File: config.mk
export PLATFORM = sky130hd
export DESIGN_NAME = prog_launcher
export DESIGN_NICKNAME = d
export VERILOG_FILES = /design/src/rtl/launcher_pkg.sv /design/src/rtl/cycle_counter.sv /design/src/rtl/prog_launcher.sv
export SDC_FILE = /design/constraint.sdc
export NUM_CORES = 1
export LEC_CHECK = 0
export CORE_AREA = 4 4 82 84
export DETAILED_ROUTE_END_ITERATION = 10
export DIE_AREA = 0 0 86 88
export DONT_BUFFER_PORTS = 1
export SYNTH_ARGS = -nofsm -noshare
export SYNTH_HDL_FRONTEND = slang
export SYNTH_SLANG_ARGS = --single-unit
File: constraint.sdc
create_clock -name Clk -period 5.7 [get_ports Clk]
set_clock_uncertainty 0.05 [all_clocks]
set_input_delay 0 -clock Clk [delete_from_list [all_inputs] [get_ports Clk]]
set_output_delay 0 -clock Clk [all_outputs]
set_load 0.01 [all_outputs]
File: src/rtl/launcher_pkg.sv
// rtl/launcher_pkg.sv - shared types and widths for the program launcher
package launcher_pkg;
   localparam int CNT_W = 16;
   localparam int IDX_W = 2;

   typedef enum logic [2:0] {
      IDLE,
      START,
      RUN,
      GAP,
      DONE
   } launch_state_t;
endpackage

File: src/rtl/cycle_counter.sv
// rtl/cycle_counter.sv - 16-bit saturating run-length counter with clear and enable
module cycle_counter
   import launcher_pkg::*;
(
   input  logic             Clk,
   input  logic             Reset,
   input  logic             Clear,
   input  logic             Enable,
   output logic [CNT_W-1:0] Value
);

   always_ff @(posedge Clk) begin
      if (Reset || Clear) begin
         Value <= '0;
      end else if (Enable && (Value != {CNT_W{1'b1}})) begin
         Value <= Value + 1'b1;
      end
   end

endmodule

File: src/rtl/prog_launcher.sv
// rtl/prog_launcher.sv - sequences Start pulses over 1..4 programs and measures run lengths; PROG_LAUNCHER_TIMEOUT_EN adds hang detection
module prog_launcher
   import launcher_pkg::*;
#(
   parameter int               START_LEN      = 2,
   parameter logic [CNT_W-1:0] TIMEOUT_CYCLES = 16'd50000
) (
   input  logic             Clk,
   input  logic             Reset,
   input  logic             Go,
   input  logic [IDX_W-1:0] NumProgs,
   output logic             Start,
   input  logic             Ack,
   output logic [IDX_W-1:0] ProgIdx,
   output logic [CNT_W-1:0] CycleCount,
   output logic             CountValid,
   output logic             Busy,
   output logic             Done,
   output logic             Timeout
);

   launch_state_t    state, stateNext;
   logic [3:0]       startCnt;
   logic [IDX_W-1:0] numLatched;
   logic [CNT_W-1:0] runCount;
   logic             launch;
   logic             runDone;
   logic             cntClear;
   logic             cntEnable;
`ifdef PROG_LAUNCHER_TIMEOUT_EN
   logic             hitTimeout;
`endif

   cycle_counter uRunCounter (
      .Clk    (Clk),
      .Reset  (Reset),
      .Clear  (cntClear),
      .Enable (cntEnable),
      .Value  (runCount)
   );

   // Ack is only looked at in RUN: a stale Ack from the previous program may still be high in START.
   always_comb begin
      stateNext = state;
      launch    = 1'b0;
      runDone   = 1'b0;
      cntClear  = 1'b0;
      cntEnable = (state == RUN) && !Ack;
`ifdef PROG_LAUNCHER_TIMEOUT_EN
      hitTimeout = 1'b0;
`endif
      case (state)
         IDLE, DONE: begin
            if (Go) begin
               launch    = 1'b1;
               stateNext = START;
            end
         end
         START: begin
            if (startCnt == 4'(START_LEN - 1)) begin
               cntClear  = 1'b1;
               stateNext = RUN;
            end
         end
         RUN: begin
            if (Ack) begin
               runDone   = 1'b1;
               stateNext = GAP;
            end
`ifdef PROG_LAUNCHER_TIMEOUT_EN
            else if (runCount == TIMEOUT_CYCLES - 16'd1) begin
               hitTimeout = 1'b1;
               stateNext  = DONE;
            end
`endif
         end
         GAP: begin
            stateNext = (ProgIdx == numLatched) ? DONE : START;
         end
         default: stateNext = IDLE;
      endcase
   end

   always_ff @(posedge Clk) begin
      if (Reset) begin
         state      <= IDLE;
         startCnt   <= '0;
         numLatched <= '0;
         Start      <= 1'b0;
         ProgIdx    <= '0;
         CycleCount <= '0;
         CountValid <= 1'b0;
         Busy       <= 1'b0;
         Done       <= 1'b0;
      end else begin
         state      <= stateNext;
         startCnt   <= (state == START) ? startCnt + 4'd1 : 4'd0;
         Start      <= (stateNext == START);
         Busy       <= (stateNext == START) || (stateNext == RUN) || (stateNext == GAP);
         Done       <= (stateNext == DONE);
         CountValid <= runDone;
         if (launch) begin
            numLatched <= NumProgs;
            ProgIdx    <= '0;
         end
         if (runDone) begin
            CycleCount <= runCount;
         end
         if ((state == GAP) && (ProgIdx != numLatched)) begin
            ProgIdx <= ProgIdx + 2'd1;
         end
      end
   end

`ifdef PROG_LAUNCHER_TIMEOUT_EN
   always_ff @(posedge Clk) begin
      if (Reset || launch) begin
         Timeout <= 1'b0;
      end else if (hitTimeout) begin
         Timeout <= 1'b1;
      end
   end
`else
   logic unusedTimeoutCfg;
   assign unusedTimeoutCfg = ^TIMEOUT_CYCLES;
   assign Timeout          = 1'b0;
`endif

endmodule

==> key figures <==
Critical path
  • Worst EP required: 5.86 ns
  • Reg2Reg Setup Slack: 3.21 ns
  • Worst Path Max Fanout: 10
  • Worst Setup Start Kind: register
  • WP buf/inv: 0
  • Worst-path cell chain: or4b_4 -> or4_1 -> or4_1 -> a21oi_1
  • Most used cell, CP: or4_1
  • WP data arrival: 2.65 ns
  • Slowest stage cell, crit path: or4_1
  • Critical path class: reg -> reg
  • Crit. End Element: register
  • Critical Path Max Stage Delay: 0.64 ns
  • CP top delay family: simple AND/OR/NAND/NOR gates

Pwr
  • Net Sw Power: 0.000123 W
  • Sw Ratio: 20.7%
  • Seq pwr share: 56.6%
  • Logic gate share of total power: 4.7%
  • Internal Power: 0.000472 W
  • Pwr Density: 264 nW/um^2
  • Clock network power share: 38.7%
  • Leakage: 0.720 nW
  • IR Drop Worst-Case VDD: 0.000119 V

STA
  • Slew Limit Fails: 0
  • Rel. slew slack: 34.5%
  • Max Clk Rate: 0.402 GHz
  • Tcrit/Tclk final: 43.7%
  • RSZ-0062 raised after global routing: false
  • Final hold vios: 0
  • Shortest period the worst path allows: 2.49 ns
  • Worst-margin pin slew: 0.979 ns
  • Hold Slack: 0.00761 ns
  • Setup TNS: 0 ns
  • Setup violations, final: 0

Logic synthesis
  • Syn Area/Cell: 8.38 sq um
  • Mapped Cells: 243
  • Mapped Area: 2040 sq um
  • Netlist cell types: 42
  • Ranking of synthesized cells by area: dfxtp_1 46%, nand2_1 8.5%, a21oi_1 8.4%
  • Sequential fraction of the synthesis area: 46.2%
  • Most used flip-flop cell after synthesis: dfxtp_1
  • Post-synth EDFFs: 0
  • Synth Register Bits: 47
  • Area leader, netlist: dfxtp_1
  • Synth warn: 0
  • Syn_nets: 252
  • Share of flip-flops with an asynchronous set or reset: 0%
  • Top cell type's share of synthesized area: 46.2%

Global route
  • Largest net degree at the start of global routing: 29
  • Vias in the first global route: 1607
  • Overflow after GRT: 0
  • Initial antenna violation count: 0
  • GRT Total Usage: 12.6%
  • First-pass GRT wire length: 7650 um

Final layout
  • Most frequent cells in the layout: 47 x dfxtp_1, 46 x nand2_1, 34 x a21oi_1, 12 x nor2_1, 10 x nand3_1
  • Post-route cell area: 2250 sq um
  • FILL cells: 610
  • Non-filler cells, final: 320
  • Fin nets: 254
  • Post-Route Utilization: 38.1%
  • Area Growth Syn to Fin: 10.6%
  • # diodes: 0
  • Commonest non-fill, non-tap cell in the layout: dfxtp_1
  • Layout cells sized above 1: 4.08%

Floorplanning
  • IO Pins: 29
  • Initial cell density of the core: 34.4%
  • # rows: 28
  • Die footprint: 7570 sq um
  • Chip height: 88 um
  • Core Area: 5920 sq um
  • Width of the die: 86 um

Routing
  • Remaining routing DRC violations: 0
  • First DRT Iteration DRCs: 107
  • DR pass1 iterations: 4
  • Routed WL per cell: 14.0 um
  • Routed via count: 1719
  • Via-per-instance ratio: 5.37
  • Detailed-route wire length: 4490 um
  • Post-DRT Antenna Nets: 0

Place
  • DP Wirelength: 3220 um
  • Cell Count Post-Placement: 304
  • PortBufs: 0
  • Placement Cell Area: 2060 sq um
  • GP Congestion: 0.818

Clocking
  • Clk_lat worst skew: 0.29 ns
  • CTS tree: done
  • Htree depth: 2
  • Root Driver: clkbuf_8
  • Sink Count: 47
  • Setup Fix Bufs, Post-CTS: 0
  • Longest Clk Path Bufs: 2
  • Clock buffer count from CTS: 5
  • Worst-path clk slew: 0.08 ns

Worst hold path
  • Worst min path class: in -> reg

Run
  • Max Cap Viol: 0

Status
  • Outcome: completed
worst paths after layout:
kind / startpoint / to / cells after the start
max: state[1] / uRunCounter.Value[15] / 4
min: Ack / uRunCounter.Value[0] / 3
min reg2reg: startCnt[0] / startCnt[0] / 1
max reg2reg: state[1] / uRunCounter.Value[15] / 4
worst reg2reg max path: cells and delay by family, from the launching register on:
kind,cells,cell delay [ns]
flip-flops,1,0.48
AO/OA/AOI/OAI,1,0.15
AND/OR/NAND/NOR,3,1.73
sequential cells by signal, summed over array words and instances (netlist names):
name               cells
CycleCount            16
uRunCounter.Value     16
startCnt               4
state                  3
ProgIdx                2
numLatched             2
Busy                   1
CountValid             1
Done                   1
Start                  1
per-layer routing:
metal | GRT usage [%] | vias up | routed length, um
met4 | 5.90 | 0 | 112
li1 | - | 874 | -
met3 | 3.10 | 8 | 215
met5 | 0 | - | 0
met1 | 15.2 | 799 | 2060
met2 | 21.1 | 38 | 2100
synth_stat cells, types with 2 or more instances:
| library cell | number |
|---|---|
| buf_2 | 2 |
| nand4_1 | 5 |
| nor3_1 | 4 |
| ha_1 | 3 |
| nand2_1 | 46 |
| o311ai_0 | 2 |
| xor2_1 | 3 |
| o21ai_0 | 4 |
| a21oi_1 | 34 |
| clkbuf_1 | 8 |
| o41ai_1 | 2 |
| buf_4 | 2 |
| and2_1 | 2 |
| nor3b_1 | 5 |
| or2_2 | 2 |
| or3_1 | 2 |
| and4_1 | 4 |
| or4_1 | 9 |
| inv_1 | 6 |
| nand3_1 | 10 |
| dfxtp_1 | 47 |
| nor2_1 | 12 |
| o31ai_1 | 9 |
| nor4b_1 | 2 |
cell families (layout without fill, tap and decap cells):
kind of cell	Yosys count	in the layout	share of synthesized area, %
DFF	47	47	46.2
adders and majority gates	3	3	1.84
muxes	1	1	0.491
AOI/OAI and AO/OA	59	59	17.8
xor gates and xnor gates	4	4	1.72
buffers and inverters	20	22	4.55
and+or+nand+nor	108	108	27.3
other	1	1	0.184
what timing repair did:
action,in CTS,in global routing
hold buffers,9,0
endpoints found under the hold margin,36,0
gates resized for setup,0,0
area by class of cell:
type	count	area, sq um	share of cell area [%]
tap	75	93.8	4.16
timing repair buffer	9	90.1	4.00
clock buffer	6	72.6	3.22
clock inverter	1	30.0	1.33
multi-input combinational	176	1000	44.5
sequential	47	941	41.8
inverter	6	22.5	0.999
power by group through the flow:
| stage | Clock [W] | Combinational [W] | Sequential [W] |
|---|---|---|---|
| final | 0.000231 | 0.0000279 | 0.000337 |
| after global routing | 0.000250 | 0.0000314 | 0.000338 |
| after CTS | 0.000238 | 0.0000278 | 0.000337 |
| after detailed placement | 0 | 0.0000194 | 0.000345 |
| after global placement | 0 | 0.0000192 | 0.000345 |
| after floorplan | 0 | 0.0000215 | 0.000343 |
stage by stage:
| stage | setup slack [ns] | total power [W] |
|---|---|---|
| final | 3.21 | 0.000596 |
| after floorplan | 3.39 | 0.000364 |
| after detailed placement | 3.24 | 0.000364 |
| after global routing | 3.08 | 0.000619 |
| after CTS | 3.21 | 0.000603 |
| after global placement | 3.31 | 0.000364 |
(Power assumes the default switching activity.)
